**config.mk**
```make
export PLATFORM = sky130hd
export DESIGN_NAME = mac_core_flat
export DESIGN_NICKNAME = d
export VERILOG_FILES = /design/src/rtl/fire_pkg.sv /design/src/rtl/mac_core_if.sv /design/src/rtl/mac_core.sv /design/src/flat_wrapper.sv
export SDC_FILE = /design/constraint.sdc
export NUM_CORES = 1
export LEC_CHECK = 0
export BUFFER_PORTS_ARGS = -buffer_cell sky130_fd_sc_hd__buf_2
export CORE_ASPECT_RATIO = 1.1
export CORE_MARGIN = 4
export CORE_UTILIZATION = 35
export DETAILED_ROUTE_END_ITERATION = 8
export GPL_TIMING_DRIVEN = 0
export SYNTH_ARGS = -nofsm -noshare
export SYNTH_HDL_FRONTEND = slang
export SYNTH_SLANG_ARGS = --single-unit
```
**constraint.sdc**
```tcl
create_clock -name clk -period 2.7 [get_ports clk]
set_clock_uncertainty 0.1 [all_clocks]
set_input_delay 0.81 -clock clk [delete_from_list [all_inputs] [get_ports clk]]
set_output_delay 0.81 -clock clk [all_outputs]
set_load 0.005 [all_outputs]
```
**src/rtl/fire_pkg.sv**
```systemverilog
// Shared constants and operand types for the fire expand convolution layers.
// Pixels and weights are signed fixed point, 2 integer / FRAC_BITS fractional bits.
package fire_pkg;

    localparam int unsigned WIDTH     = 16;
    localparam int unsigned ACC_WIDTH = 2 * WIDTH;
    localparam int unsigned FRAC_BITS = 14;

    typedef logic signed [WIDTH-1:0]     pix_t;
    typedef logic signed [ACC_WIDTH-1:0] acc_t;

endpackage

```
**src/rtl/mac_core_if.sv**
```systemverilog
// Operand and result bundle between a fire layer and one mac_core lane.
// The layer drives operands and controls (master); the lane consumes them (slave).
interface mac_core_if #(
    parameter int unsigned WIDTH     = fire_pkg::WIDTH,
    parameter int unsigned ACC_WIDTH = fire_pkg::ACC_WIDTH
);

    logic                        clr;
    logic                        layer_en;
    logic signed [WIDTH-1:0]     pix;
    logic signed [WIDTH-1:0]     ker;
    logic signed [ACC_WIDTH-1:0] mul_out;

    modport master (
        output clr,
        output layer_en,
        output pix,
        output ker,
        input  mul_out
    );

    modport slave (
        input  clr,
        input  layer_en,
        input  pix,
        input  ker,
        output mul_out
    );

endinterface

```
**src/rtl/mac_core.sv**
```systemverilog
// Single signed multiply-accumulate lane: one pix*ker product per cycle into a
// double-width wrapping accumulator; clr restarts the sum without a bubble.
module mac_core
    import fire_pkg::*;
#(
    parameter int unsigned WIDTH     = fire_pkg::WIDTH,
    parameter int unsigned ACC_WIDTH = fire_pkg::ACC_WIDTH
) (
    input  logic       clk,
    input  logic       rst,
    mac_core_if.slave  mac
);

    logic signed [WIDTH-1:0]     pix_w;
    logic signed [WIDTH-1:0]     ker_w;
    logic signed [ACC_WIDTH-1:0] prod;
    logic signed [ACC_WIDTH-1:0] acc_d;
    logic signed [ACC_WIDTH-1:0] acc_q;

    assign pix_w = mac.pix;
    assign ker_w = mac.ker;

    // Sign-extend before multiplying so the full double-width product is kept.
    assign prod = ACC_WIDTH'(pix_w) * ACC_WIDTH'(ker_w);

    // Operands are only selected when layer_en is high, so X operands on idle
    // cycles never reach the register.
    always_comb begin
        acc_d = acc_q;
        if (mac.clr) begin
            acc_d = mac.layer_en ? prod : '0;
        end else if (mac.layer_en) begin
            acc_d = acc_q + prod;
        end
    end

    always_ff @(posedge clk or posedge rst) begin
        if (rst) begin
            acc_q <= '0;
        end else begin
            acc_q <= acc_d;
        end
    end

    assign mac.mul_out = acc_q;

endmodule

```
**src/flat_wrapper.sv**
```systemverilog
// flat-port wrapper written by rule: the top's interface ports become plain ports
module mac_core_flat import fire_pkg::*;
#(
    parameter int unsigned WIDTH     = fire_pkg::WIDTH,
    parameter int unsigned ACC_WIDTH = fire_pkg::ACC_WIDTH
)
  (clk, rst, mac_clr, mac_layer_en, mac_pix, mac_ker, mac_mul_out);
  mac_core_if #(.WIDTH(WIDTH), .ACC_WIDTH(ACC_WIDTH)) mac_i ();
  input  logic clk;
  input  logic rst;
  input wire logic [$bits(mac_i.clr)-1:0] mac_clr;
  input wire logic [$bits(mac_i.layer_en)-1:0] mac_layer_en;
  input wire logic [$bits(mac_i.pix)-1:0] mac_pix;
  input wire logic [$bits(mac_i.ker)-1:0] mac_ker;
  output wire logic [$bits(mac_i.mul_out)-1:0] mac_mul_out;
  assign mac_i.clr = mac_clr;
  assign mac_i.layer_en = mac_layer_en;
  assign mac_i.pix = mac_pix;
  assign mac_i.ker = mac_ker;
  assign mac_mul_out = mac_i.mul_out;
  mac_core #(.WIDTH(WIDTH), .ACC_WIDTH(ACC_WIDTH)) u_core (.clk(clk), .rst(rst), .mac(mac_i));
endmodule
```
==> flow_summary.yaml, run 1 <==
global_routing:
  grt_remaining_overflow: 0
  grt_max_degree: 18
  first_global_vias: 11800
  grt_use_total: 0.198
  grt_pass1_wl_um: 62800
  antenna_found_initial: 0
synth:
  syn_area_um2: 12800
  synth_common_cells: "inv_1 (309), fa_1 (263), nand2_1 (175)"
  syn_inst: 1464
  synth.area.top_cells: "fa_1 (41%), ha_1 (11%), inv_1 (9.1%), dfrtp_1 (6.3%), and2_1 (6.1%)"
  yosysMostFrequentCell: "inv_1"
  synth-edff-count: 0
  seq_area_frac_synth: 0.0625
  synth.distinct_cells: 58
  synth_top_cell_area_share: 0.411
  yosys_most_used_dff: "dfrtp_1"
  async_flop_share: 1.00
  synth_top_cell_by_area: "fa_1"
  yosysWarnings: 0
  ys_ff_latch: 32
  syn_nets: 1878
  avgSynthCellArea_um2: 8.75
placed_design:
  place.gp.congestion: 0.897
  io_buffer_count: 66
  dp_hpwl_um: 30000
worst_setup_path:
  end_kind: "register"
  r2r.worst_path.cells: 11
  crit_buf_inv: 7
  slowest_stage: "fa_2"
  slowest_delay_ns: 0.55
  r2r_setup_slack_ns: -0.41
  cp.required_ns: 2.78
  crit_path_max_fanout: 5
  rr_startpoint: "u_core.mac.mul_out[0]$_DFFE_PP0P_"
  regToRegEndpoint: "u_core.mac.mul_out[28]$_DFFE_PP0P_"
  crit_family: "adder cells"
  cp.arrival_ns: 8.02
  startpoint: "mac_pix[6]"
  cp-start-kind: "primary input"
  worstSetupPathType: "primary input to register"
clock_network:
  clkTransAtPathRegs_ns: 0.06
  cts_tree: "done"
  cts_buffers: 5
  root_buffer: "clkbuf_16"
  cts_buffer_depth: 2
  clock-sinks: 32
  cts_max_level: 2
  clk_latency_ns: 0.29
timing:
  drv_slew: 0
  final.min_clock_period_ns: 7.94
  fmax_ghz: 0.126
  final_hold_viol_count: 0
  slew_headroom: 0.475
  fin_setup_tns_ns: -114.10
  setup_violations: 29
  rsz0062_at_grt: "yes"
  worst_slack_ns: -5.24
  finalCritPeriodShare: 2.94
  worst_slew_pin_slew_ns: 0.787
routing:
  routed_via_density: 5.02
  num_vias: 10800
  drt-pass1-iter-count: 5
  wl_per_cell_um: 18.2
  antenna_left: 0
  wirelength_um: 39100
  drtIter0Drc: 577
  drc_errors: 0
floorplan:
  ioPinCount: 68
  die_y_um: 209
  coreArea_um2: 36200
  die_w_um: 190
  initial_core_util: 0.354
  die_area_um2: 39700
  rows: 73
hold_path:
  min_path_type: "register to register"
  hold_start: "u_core.mac.mul_out[13]$_DFFE_PP0P_"
  whs_endpoint: "u_core.mac.mul_out[13]$_DFFE_PP0P_"
  min_delay_path_depth: 2
finish:
  largest_reg_flops: 32
  fillers: 3344
  layout.nets: 2080
  area_growth_pct: 36.4
  n_antenna_cell: 0
  final_layout_size_suffix_gt1_frac: 0.290
outcome:
  status: "finished with violations"
  violations: "setup timing"
run:
  drv_cap: 0
[worst reg2reg max path, delay by kind of cell, from the launching register on]
| family | cells | cell delay (ns) |
|---|---|---|
| AO/OA/AOI/OAI | 8 | 1.58 |
| adder cells (fa/ha/maj) | 2 | 0.73 |
| flip-flops | 1 | 0.43 |
| XOR/XNOR | 1 | 0.16 |
[placed cells by master (no fill, tap or decap), drive strengths merged, types with 8 or more instances in the layout]
| master | instances |
|---|---|
| inv | 307 |
| fa | 263 |
| buf | 198 |
| nand2 | 175 |
| and2 | 125 |
| ha | 115 |
| a21oi | 66 |
| nor2 | 60 |
| o21ai | 52 |
| clkbuf | 52 |
| xnor2 | 39 |
| dfrtp | 32 |
| xor2 | 24 |
| a21o | 20 |
| nand2b | 16 |
| nand3 | 12 |
| a211oi | 11 |
| o211ai | 10 |
| nor3 | 8 |
[cell families (layout without fill, tap and decap cells)]
group / Yosys count / after routing / share of synthesized area
compound gates: 208 / 208 / 0.103
xor+xnor: 63 / 63 / 0.0431
flops: 32 / 32 / 0.0625
mux: 4 / 4 / 0.00313
fa+ha+maj: 378 / 378 / 0.524
simple gates: 422 / 422 / 0.160
buf+inv: 357 / 560 / 0.105
[through the flow]
step / area (um2) / util / instances / hold slack (ns) / worst slack (ns)
finish: 17500 / 0.483 / 2154 / 0.450 / -5.24
global route: 17500 / 0.483 / 2154 / 0.465 / -5.52
CTS: 16800 / 0.464 / 2119 / 0.428 / -5.20
detailed placement: 14500 / 0.401 / 2018 / 0.405 / -6.13
global placement: 14500 / 0.400 / 2017 / 0.401 / -6.02
floorplan: 13500 / - / 1464 / 0.398 / -4.94
[final cells by class]
type,instances,area [um2],share of cell area
Multi-Input combinational cell,1075,12300,0.706
Buffer,46,718,0.0411
Clock buffer,8,146,0.00838
Tap cell,487,609,0.0349
Inverter,310,1170,0.0670
Timing Repair Buffer,196,1690,0.0966
Sequential cell,32,801,0.0458
[metal layers]
layer  track usage  part of all wire
met4        0.0622             0.035
met2         0.339              0.49
met3        0.0224             0.052
met5             0                 0
met1         0.263              0.42
[timing repair]
action,in CTS,in global routing
hold buffers,0,0
endpoints found under the setup margin,30,30
pin swaps,108,68
buffers inserted,91,35
cloned,2,1
gates resized for setup,270,88
[worst max path at each step]
stage,slack (ns),cells past startpoint,to
final,-5.24,30,u_core.mac.mul_out[28]$_DFFE_PP0P_
after global routing,-5.52,30,u_core.mac.mul_out[30]$_DFFE_PP0P_
after CTS,-5.20,31,u_core.mac.mul_out[31]$_DFFE_PP0P_
after detailed placement,-6.13,30,u_core.mac.mul_out[28]$_DFFE_PP0P_
after global placement,-6.02,30,u_core.mac.mul_out[28]$_DFFE_PP0P_
after floorplan,-4.94,30,u_core.mac.mul_out[28]$_DFFE_PP0P_
Power of run 1 is not shown: default switching activity piles up to over one toggle a cycle in this logic, so the estimate is an artifact.
==> inputs of run 2 (changes only) <==
- clock period: 2.7 -> 7.9 ns (I/O delays scaled with it)
==> flow_summary.yaml, run 2 (same netlist as run 1, synthesis figures left out) <==
floorplan:
  rows: 73
  die_area_um2: 39700
  ioPinCount: 68
  initial_core_util: 0.354
  coreArea_um2: 36200
  die_y_um: 209
  die_w_um: 190
routing:
  num_vias: 10500
  wirelength_um: 37600
  drc_errors: 0
  wl_per_cell_um: 17.7
  routed_via_density: 4.95
  drtIter0Drc: 512
  antenna_left: 0
  drt-pass1-iter-count: 5
clock_network:
  cts_buffers: 5
  postCtsHoldBufs: 0
  cts_max_level: 2
  cts_buffer_depth: 2
  clock-sinks: 32
  root_buffer: "clkbuf_16"
  clkTransAtPathRegs_ns: 0.06
  clk_latency_ns: 0.28
  cts_tree: "done"
timing:
  final.min_clock_period_ns: 9.50
  setup_violations: 21
  final_hold_viol_count: 0
  finalCritPeriodShare: 1.20
  fin_setup_tns_ns: -20.06
  slew_headroom: 0.501
  worst_slack_ns: -1.60
  worst_slew_pin_slew_ns: 0.747
  rsz0062_at_grt: "yes"
  fmax_ghz: 0.105
  drv_slew: 0
global_routing:
  grt_max_degree: 33
  antenna_found_initial: 0
  grt_remaining_overflow: 0
  grt_use_total: 0.193
  first_global_vias: 11400
  grt_pass1_wl_um: 61500
worst_setup_path:
  slowest_delay_ns: 0.53
  cp_common_cell: "fa_1"
  regToRegEndpoint: "u_core.mac.mul_out[24]$_DFFE_PP0P_"
  rr_startpoint: "u_core.mac.mul_out[0]$_DFFE_PP0P_"
  slowest_stage: "fa_1"
  r2r_setup_slack_ns: 4.61
  r2r.worst_path.cells: 13
  cp-endpoint: "u_core.mac.mul_out[31]$_DFFE_PP0P_"
  cp.required_ns: 7.98
  crit_path_max_fanout: 8
  end_kind: "register"
  cp-start-kind: "primary input"
  startpoint: "mac_ker[4]"
  worstSetupPathType: "primary input to register"
  cp.arrival_ns: 9.58
run:
  drv_cap: 0
finish:
  area_growth_pct: 29.5
  post-route-util: 0.459
  layout.nets: 2053
  largest_reg_flops: 32
  n_antenna_cell: 0
  layout_common_cells: "inv_1 (292), fa_1 (250), nand2_1 (161)"
  mostFrequentLayoutCell: "inv_1"
  final_layout_size_suffix_gt1_frac: 0.240
placed_design:
  place.gp.congestion: 0.901
  io_buffer_count: 66
  dp_hpwl_um: 29500
outcome:
  status: "finished with violations"
  violations: "setup timing"
hold_path:
  min_path_type: "register to register"
-- run 2: changes by cell type in the layout (fill, tap and decap cells not counted), moves of 8 or more --
cell	change
o21ai_1	-8
o21ai_0	+10
ha_4	-27
buf_4	-19
xnor2_1	+8
ha_1	+27
-- run 2: per-layer routing --
| metal | track usage | wire [um] |
|---|---|---|
| met1 | 0.257 | 16100 |
| met3 | 0.0279 | 1940 |
| met4 | 0.0575 | 1250 |
| met5 | 0 | 0 |
| met2 | 0.328 | 18400 |
-- run 2: worst min-delay path by stage --
stage / start / to / slack, ns / cells after the start
floorplan: u_core.mac.mul_out[12]$_DFFE_PP0P_ / u_core.mac.mul_out[12]$_DFFE_PP0P_ / 0.40 / 2
global placement: u_core.mac.mul_out[3]$_DFFE_PP0P_ / u_core.mac.mul_out[3]$_DFFE_PP0P_ / 0.40 / 2
detailed placement: u_core.mac.mul_out[11]$_DFFE_PP0P_ / u_core.mac.mul_out[11]$_DFFE_PP0P_ / 0.41 / 2
CTS: u_core.mac.mul_out[11]$_DFFE_PP0P_ / u_core.mac.mul_out[11]$_DFFE_PP0P_ / 0.42 / 2
global route: u_core.mac.mul_out[3]$_DFFE_PP0P_ / u_core.mac.mul_out[3]$_DFFE_PP0P_ / 0.45 / 2
finish: u_core.mac.mul_out[3]$_DFFE_PP0P_ / u_core.mac.mul_out[3]$_DFFE_PP0P_ / 0.41 / 2
-- run 2: area by class of cell --
type | instances | area, um2
buffer | 47 | 706
fill | 3476 | 19600
inverter | 310 | 1170
sequential | 32 | 801
multi-input combinational | 1075 | 11800
clock buffer | 6 | 129
timing repair buffer | 168 | 1410
clock inverter | 1 | 5.00
tap | 487 | 609
-- run 2: per-stage QoR --
step | worst slack (ns) | hold WS (ns) | instance area (um2) | std cells
2_1_floorplan | -1.30 | 0.398 | 13200 | 1464
3_3_place_gp | -2.51 | 0.396 | 14100 | 2017
3_5_place_dp | -2.49 | 0.406 | 14100 | 2017
4_1_cts | -1.52 | 0.420 | 15900 | 2096
5_1_grt | -1.88 | 0.452 | 16600 | 2126
6_report | -1.60 | 0.412 | 16600 | 2126
-- run 2: what timing repair did --
item / 4_1_cts / 5_1_grt
setup endpoints to repair: 23 / 22
setup buffers: 68 / 28
gates resized for setup: 208 / 106
pin swaps: 72 / 61
hold endpoints to repair: 0 / 0
cloned: 4 / 2
-- run 2: worst max-delay path: cells and delay by family --
family,cells,cell delay [ns]
AO/OA/AOI/OAI,8,1.44
XOR/XNOR,1,0.25
adder cells (fa/ha/maj),8,3.58
buffers and inverters,7,0.63
AND/OR/NAND/NOR,6,1.30
Power of run 2 is left out for the same reason.
==> inputs of run 3 (changes only) <==
- CAP_MARGIN: unset -> 20
- CTS_BUF_LIST: unset -> sky130_fd_sc_hd__clkbuf_16
==> flow_summary.yaml, run 3 (same netlist as run 1, synthesis figures left out) <==
clock_network:
  cts_buffers: 5
  cts_tree: "done"
  clock-sinks: 32
  clkTransAtPathRegs_ns: 0.06
  root_buffer: "clkbuf_16"
  clk_latency_ns: 0.29
  cts_buffer_depth: 2
  postCtsHoldBufs: 0
  cts_max_level: 2
worst_setup_path:
  rr_startpoint: "u_core.mac.mul_out[4]$_DFFE_PP0P_"
  regToRegEndpoint: "u_core.mac.mul_out[25]$_DFFE_PP0P_"
  startpoint: "mac_pix[11]"
  crit_buf_inv: 6
  cp-start-kind: "primary input"
  cp.depth: 29
  slowest_delay_ns: 0.60
  worstSetupPathType: "primary input to register"
  slowest_stage: "fa_2"
  cp-endpoint: "u_core.mac.mul_out[30]$_DFFE_PP0P_"
  cp.arrival_ns: 9.76
  r2r.worst_path.cells: 11
  end_kind: "register"
  crit_path_max_fanout: 10
  r2r_setup_slack_ns: 4.68
  crit_family: "adder cells"
  cp.required_ns: 7.97
outcome:
  status: "finished with violations"
  violations: "setup timing"
global_routing:
  grt_remaining_overflow: 0
  grt_max_degree: 22
  first_global_vias: 11500
  grt_use_total: 0.196
  antenna_found_initial: 0
  grt_pass1_wl_um: 62100
floorplan:
  initial_core_util: 0.354
  coreArea_um2: 36200
  die_y_um: 209
  die_area_um2: 39700
  rows: 73
  die_w_um: 190
  ioPinCount: 68
timing:
  slew_headroom: 0.520
  finalCritPeriodShare: 1.23
  setup_violations: 21
  whs_ns: 0.413
  rsz0062_at_grt: "yes"
  final_hold_viol_count: 0
  final.min_clock_period_ns: 9.69
  worst_slack_ns: -1.79
  worst_slew_pin_slew_ns: 0.720
  fmax_ghz: 0.103
  drv_slew: 0
routing:
  num_vias: 10700
  drt-pass1-iter-count: 5
  route.met2.wl_um: 18800
  wl_met3_um: 1780
  routed_via_density: 4.95
  wl_per_cell_um: 17.9
  dr.max_layer_used: "met4"
  antenna_left: 0
  drc_errors: 0
  wl_met1_um: 16400
  wirelength_um: 38400
  drtIter0Drc: 560
finish:
  layout.nets: 2078
  mostFrequentLayoutCell: "inv_1"
  layout_common_cells: "inv_1 (290), fa_1 (244), nand2_1 (162)"
  final_layout_size_suffix_gt1_frac: 0.257
  area_growth_pct: 32.1
  n_antenna_cell: 0
  largest_reg_flops: 32
placed_design:
  dp_hpwl_um: 29500
  io_buffer_count: 66
  place.gp.congestion: 0.901
  place_ws_ns: -2.48
run:
  drv_cap: 0
hold_path:
  min_path_type: "register to register"
run 3: cell type report:
type                       count  area (um2)
clock buffer                   5         125
fill                        3432       19300
inverter                     310        1170
multi-input combinational   1075       11800
tap                          487         609
clock inverter                 2        8.76
sequential                    32         801
buffer                        46         714
timing repair buffer         194        1650
run 3: tightest hold or removal path, delay by kind of cell, from the launching register on:
family             cells  cell delay (ns)
AOI/OAI and AO/OA      1             0.06
DFF                    1             0.37
and+or+nand+nor        1             0.05
run 3: per-layer routing:
layer	vias to the layer above	GRT usage
met1	5371	0.263
met3	71	0.0259
met2	297	0.331
li1	4911	-
met5	-	0
met4	0	0.0582
run 3: how the worst min path moves through the flow:
stage,endpoint,from,cells past startpoint,slack (ns)
2_1_floorplan,u_core.mac.mul_out[12]$_DFFE_PP0P_,u_core.mac.mul_out[12]$_DFFE_PP0P_,2,0.40
4_1_cts,u_core.mac.mul_out[11]$_DFFE_PP0P_,u_core.mac.mul_out[11]$_DFFE_PP0P_,2,0.42
3_5_place_dp,u_core.mac.mul_out[11]$_DFFE_PP0P_,u_core.mac.mul_out[11]$_DFFE_PP0P_,2,0.41
5_1_grt,u_core.mac.mul_out[3]$_DFFE_PP0P_,u_core.mac.mul_out[3]$_DFFE_PP0P_,2,0.45
3_3_place_gp,u_core.mac.mul_out[3]$_DFFE_PP0P_,u_core.mac.mul_out[3]$_DFFE_PP0P_,2,0.40
6_report,u_core.mac.mul_out[3]$_DFFE_PP0P_,u_core.mac.mul_out[3]$_DFFE_PP0P_,2,0.41
run 3: what timing repair did:
action,in CTS,in global routing
buffers inserted,93,31
resized for setup,270,77
cloned,3,1
pin swaps,107,45
endpoints found under the setup margin,22,22
run 3: metrics by stage:
stage,area (um2),cells,util,TNS [ns]
floorplan,13200,1464,-,-13.01
global placement,14100,2017,0.391,-37.65
detailed placement,14200,2019,0.392,-37.64
CTS,16300,2121,0.451,-18.71
global route,16900,2151,0.468,-25.95
finish,16900,2151,0.468,-21.59
Power of run 3 is left out for the same reason.
